`src/rtl/csr_timer_unit.sv`:
```
// csr_timer_unit: constant timer (TID/TCFG/TVAL/TICLR) and 64-bit stable counter.
// The stable counter is built only when TIMER_STABLE_CNT_EN is defined;
// otherwise cnt_lo/cnt_hi are tied to zero and no counter flops exist.
module csr_timer_unit #(
  parameter int          TIMESIZE  = 12,
  parameter logic [31:0] TID_RESET = 32'h0
) (
  input  logic        aclk,
  input  logic        areset,
  input  logic        csr_wen,
  input  logic [13:0] csr_waddr,
  input  logic [31:0] csr_wdata,
  input  logic [31:0] csr_wmask,
  input  logic [13:0] csr_raddr,
  output logic [31:0] csr_rdata,
  output logic        csr_rhit,
  output logic        timer_irq,
  output logic [31:0] tid,
  output logic [31:0] cnt_lo,
  output logic [31:0] cnt_hi
);

  localparam int          TCFG_W     = TIMESIZE + 2;
  localparam logic [13:0] ADDR_TID   = 14'h40;
  localparam logic [13:0] ADDR_TCFG  = 14'h41;
  localparam logic [13:0] ADDR_TVAL  = 14'h42;
  localparam logic [13:0] ADDR_TICLR = 14'h44;
  localparam logic [31:0] TID_WM     = 32'hFFFF_FFFF;
  localparam logic [31:0] TCFG_WM    = {{(32-TCFG_W){1'b0}}, {TCFG_W{1'b1}}};
  localparam logic [TIMESIZE-1:0] TVAL_ONE = {{(TIMESIZE-1){1'b0}}, 1'b1};

  // state
  logic [31:0]         tid_q,  tid_d;
  logic [TCFG_W-1:0]   tcfg_q, tcfg_d;
  logic [TIMESIZE-1:0] tval_q, tval_d;
  logic                done_q, done_d;
  logic                irq_q,  irq_d;

  // write decode and merge
  logic        wr_tid, wr_tcfg, wr_ticlr;
  logic [31:0] tid_merged, tcfg_merged, ticlr_merged;

  function automatic logic [31:0] merge(input logic [31:0] old_v,
                                        input logic [31:0] wdata,
                                        input logic [31:0] wmask);
    return (old_v & ~wmask) | (wdata & wmask);
  endfunction

  assign wr_tid   = csr_wen && (csr_waddr == ADDR_TID);
  assign wr_tcfg  = csr_wen && (csr_waddr == ADDR_TCFG);
  assign wr_ticlr = csr_wen && (csr_waddr == ADDR_TICLR);

  assign tid_merged   = merge(tid_q, csr_wdata, csr_wmask) & TID_WM;
  assign tcfg_merged  = merge({{(32-TCFG_W){1'b0}}, tcfg_q}, csr_wdata, csr_wmask) & TCFG_WM;
  // TICLR always reads 0, so its old value in the merge is 0
  assign ticlr_merged = merge(32'h0, csr_wdata, csr_wmask);

  // timer fields of the current configuration
  logic                cfg_en, cfg_periodic;
  logic [TIMESIZE-1:0] cfg_init;
  logic                expire;

  assign cfg_en       = tcfg_q[0];
  assign cfg_periodic = tcfg_q[1];
  assign cfg_init     = tcfg_q[TCFG_W-1:2];
  assign expire       = cfg_en && (tval_q == '0) && !done_q;

  // next state: timer countdown, reload/done, interrupt set/clear, TID
  always_comb begin
    tid_d  = tid_q;
    tcfg_d = tcfg_q;
    tval_d = tval_q;
    done_d = done_q;
    irq_d  = irq_q;

    if (wr_tid) tid_d = tid_merged;

    // expire sets, TICLR clears; set wins on collision
    if (wr_ticlr && ticlr_merged[0]) irq_d = 1'b0;
    if (expire)                      irq_d = 1'b1;

    if (wr_tcfg) begin
      // a TCFG write restarts the timer, overriding any same-edge expire effect on TVAL/done
      tcfg_d = tcfg_merged[TCFG_W-1:0];
      tval_d = tcfg_merged[TCFG_W-1:2];
      done_d = 1'b0;
    end else if (cfg_en) begin
      if (tval_q != '0) begin
        tval_d = tval_q - TVAL_ONE;
      end else if (!done_q) begin
        if (cfg_periodic) tval_d = cfg_init;
        else              done_d = 1'b1;
      end
    end
  end

  // timer and TID registers
  always_ff @(posedge aclk or posedge areset) begin
    if (areset) begin
      tid_q  <= TID_RESET;
      tcfg_q <= '0;
      tval_q <= '0;
      done_q <= 1'b0;
      irq_q  <= 1'b0;
    end else begin
      tid_q  <= tid_d;
      tcfg_q <= tcfg_d;
      tval_q <= tval_d;
      done_q <= done_d;
      irq_q  <= irq_d;
    end
  end

  assign timer_irq = irq_q;
  assign tid       = tid_q;

  // combinational read mux; reads see pre-write values
  always_comb begin
    csr_rhit  = 1'b0;
    csr_rdata = 32'h0;
    case (csr_raddr)
      ADDR_TID:   begin csr_rhit = 1'b1; csr_rdata = tid_q; end
      ADDR_TCFG:  begin csr_rhit = 1'b1; csr_rdata = {{(32-TCFG_W){1'b0}}, tcfg_q}; end
      ADDR_TVAL:  begin csr_rhit = 1'b1; csr_rdata = {{(32-TIMESIZE){1'b0}}, tval_q}; end
      ADDR_TICLR: begin csr_rhit = 1'b1; csr_rdata = 32'h0; end
      default:    begin csr_rhit = 1'b0; csr_rdata = 32'h0; end
    endcase
  end

`ifdef TIMER_STABLE_CNT_EN
  logic [63:0] cnt_q, cnt_d;

  assign cnt_d = cnt_q + 64'd1;

  // free-running stable counter, both halves update on the same edge
  always_ff @(posedge aclk or posedge areset) begin
    if (areset) cnt_q <= 64'h0;
    else        cnt_q <= cnt_d;
  end

  assign cnt_lo = cnt_q[31:0];
  assign cnt_hi = cnt_q[63:32];
`else
  assign cnt_lo = 32'h0;
  assign cnt_hi = 32'h0;
`endif

endmodule

```
`config.mk`:
```
export PLATFORM = sky130hd
export DESIGN_NAME = csr_timer_unit
export DESIGN_NICKNAME = d
export VERILOG_FILES = /design/src/rtl/csr_timer_unit.sv
export SDC_FILE = /design/constraint.sdc
export NUM_CORES = 1
export LEC_CHECK = 0
export ABC_AREA = 1
export ABC_CLOCK_PERIOD_IN_PS = 1900
export CORE_MARGIN = 8
export CORE_UTILIZATION = 40
export CTS_CLUSTER_SIZE = 10
export DETAILED_ROUTE_END_ITERATION = 16
export GPL_ROUTABILITY_DRIVEN = 0
export HOLD_SLACK_MARGIN = 0.03
export PLACE_DENSITY = 0.88
export RECOVER_POWER = 25
export SETUP_SLACK_MARGIN = 0.4
export SYNTH_ARGS = -nofsm -noshare
export SYNTH_HDL_FRONTEND = slang
export SYNTH_SLANG_ARGS = --single-unit
```
`constraint.sdc`:
```
create_clock -name aclk -period 1.9 [get_ports aclk]
set_input_delay 0.19 -clock aclk [delete_from_list [all_inputs] [get_ports aclk]]
set_output_delay 0.19 -clock aclk [all_outputs]
set_load 0.02 [all_outputs]
```
==> flow_summary.toml <==
[yosys]
synth_edf_count = 0
ys_types = 32
ys_seq_area_share_pct = 35.28
netlist_instances = 609
ys_async_sr_fraction_pct = 100.0
ys_ff_latch = 60
syn_area_um2 = 4255
syn_avg_cell_area_um2 = 6.987
yosysWarnings = 0
synth_flop_cell = "dfrtp_1"

[pwr]
powerDensity_nw_per_um2 = 430.8
leakagePower_nw = 3.454
ir_worst_vdd_mv = 0.3379
p_total_mw = 2.990

[floorplan]
die_area_um2 = 14190
fp.dieW_um = 119.1
initial_core_util_pct = 41.22
io-pin-count = 225
core_um2 = 10320
rows = 37
die_h_um = 119.1

[cts]
htree_num_levels = 3
clockRootBuffer = "clkbuf_8"
cts_tree = "done"
worstSkewPairLatency_ps = 350
clockBufferDepth = 2
cts.sinks = 60
clkTransAtPathRegs_ps = 70
ctsHoldBuffers = 0
cts_buffers = 9

[timing]
rsz0062_at_grt = "true"
fin_crit_sh_pct = 93.52
tightest_slew_ps = 897.1
setup_violations = 0
fmax_ghz = 0.5628
min_period_ps = 1777
relSlewSlack_pct = 39.86
fin_setup_tns_ps = 0
hold_viol_final = 0
slew_violations = 0
finClkSkew_ps = 13.63
setup_slack_ps = 123.0

[cells_and_area]
final_util_pct = 67.23
finalNonFillerCells = 954
area_growth_pct = 63.10
n_antenna_cell = 0
nNetsFinal = 910
drive_gt1_share_pct = 29.34

[setup_path]
r2r_slack_ps = 250
arrival_ps = 1590
critPathRequiredTime_ps = 1710
cp_max_fo = 7
cp-start-kind = "primary input"
crit_type = "primary input to output port"
crit_path_end_kind = "output port"

[routing]
drc = 0
routedWlPerCell_um = 17.67
ant_nets = 0
wl_mm = 16.86
first_iter_violations = 318
drtPass1Iterations = 6
via_count = 4811
vias_per_cell = 5.043

[place]
numPortBuffers = 160
dp.cells = 903
place_hpwl_mm = 11.11
dp_slack_ps = -542.5

[global_routing]
overflow = 0
grt_max_degree = 31
antenna_found_initial = 0
grt_pass1_wl_mm = 24.62
grt_pass1_vias = 4707
track_usage_pct = 21.63

[status]
status = "finished clean"

[worst_hold_path]
hp-class = "primary input to flip-flop"

[run]
maxCapViolations = 0
area by class of cell:
| type | count | area (um^2) |
|---|---|---|
| Timing Repair Buffer | 209 | 2107 |
| Fill cell | 814 | 3383 |
| Inverter | 62 | 251.5 |
| Clock inverter | 4 | 47.55 |
| Multi-Input combinational cell | 470 | 2696 |
| Clock buffer | 12 | 155.1 |
| Tap cell | 136 | 170.2 |
| Sequential cell | 60 | 1505 |
| Timing Repair inverter | 1 | 7.507 |
timing repair:
item                       in CTS  in global routing
setup endpoints to repair      78                 82
resized for setup             325                115
pin swaps                      31                 41
buffers inserted               23                  4
cloned                          5                  3
through the flow:
step           hold slack (ps)  instance area (um^2)
6_report                 408.8                  6940
4_1_cts                  224.9                  6516
5_1_grt                  417.3                  6940
3_5_place_dp             475.6                  5836
2_1_floorplan            295.9                  4496
3_3_place_gp             480.1                  5836
placed cells by master, fill, tap and decap left out, drive strengths merged:
master	instances
nand2	161
nor2	92
buf	88
clkdlybuf4s50	79
conb	64
dfrtp	60
inv	60
nand3	44
dlygate4sd2	34
nand4	30
o21ai	29
a21oi	24
clkbuf	16
o211ai	14
dlymetal6s2s	3
clkinvlp	3
clkinv	3
mux2	2
nand3b	2
nor3	2
ha	2
nor3b	1
and3	1
or2	1
nor4	1
bufinv	1
dlygate4sd3	1
synth_stat cells (all sizes together), types with 2 or more instances:
library cell | instances | area share, %
a21oi | 24 | 2.8
buf | 76 | 13
clkbuf | 6 | 0.53
dfrtp | 60 | 35
ha | 2 | 0.59
inv | 62 | 5.5
mux2 | 2 | 0.53
nand2 | 159 | 14
nand3 | 44 | 5.8
nand3b | 2 | 0.35
nand4 | 30 | 4.4
nor2 | 92 | 8.9
nor3 | 2 | 0.35
o211ai | 14 | 2.6
o21ai | 29 | 3.4
critical path: stages:
cell	delay, ps
buf_6	90
nor2_4	80
nand3b_1	150
nor3_4	300
buf_6	150
nand3_4	100
buf_12	180
buf_6	110
nor2_4	100
buf_6	120
worst paths after layout:
kind | end | start | depth (start not counted)
max | csr_rdata[20] | csr_raddr[4] | 10
max reg2reg | tval_q[8] | tval_q[0] | 9
min reg2reg | timer_irq | done_q | 1
max in group asynchronous | tval_q[5] | areset | 3
min in group asynchronous | async pin | areset | 2
min | flip-flop | csr_wdata[20] | 3
where the power goes:
part,switching (mW),internal [mW],total (mW)
clock,0.539,0.674,1.21
sequential,0.00215,1.28,1.28
combinational,0.285,0.211,0.496
cells by family after synthesis:
kind of cell	Yosys count	synth area share [%]
flops	60	35.28
other cells	1	0.08812
buf+inv	144	19.49
mux	2	0.5292
compound gates	67	8.821
fa+ha+maj	2	0.5880
simple gates	333	35.20
metal layers:
layer	track usage [%]	vias up	share of wire, %	routed length [um]
li1	-	2258	-	-
met1	25.18	2268	39	6583
met2	36.78	247	50	8429
met3	6.566	38	7.9	1333
met4	7.905	0	3.0	514
met5	0	-	0	0
Power figures use the tool's default switching activity.
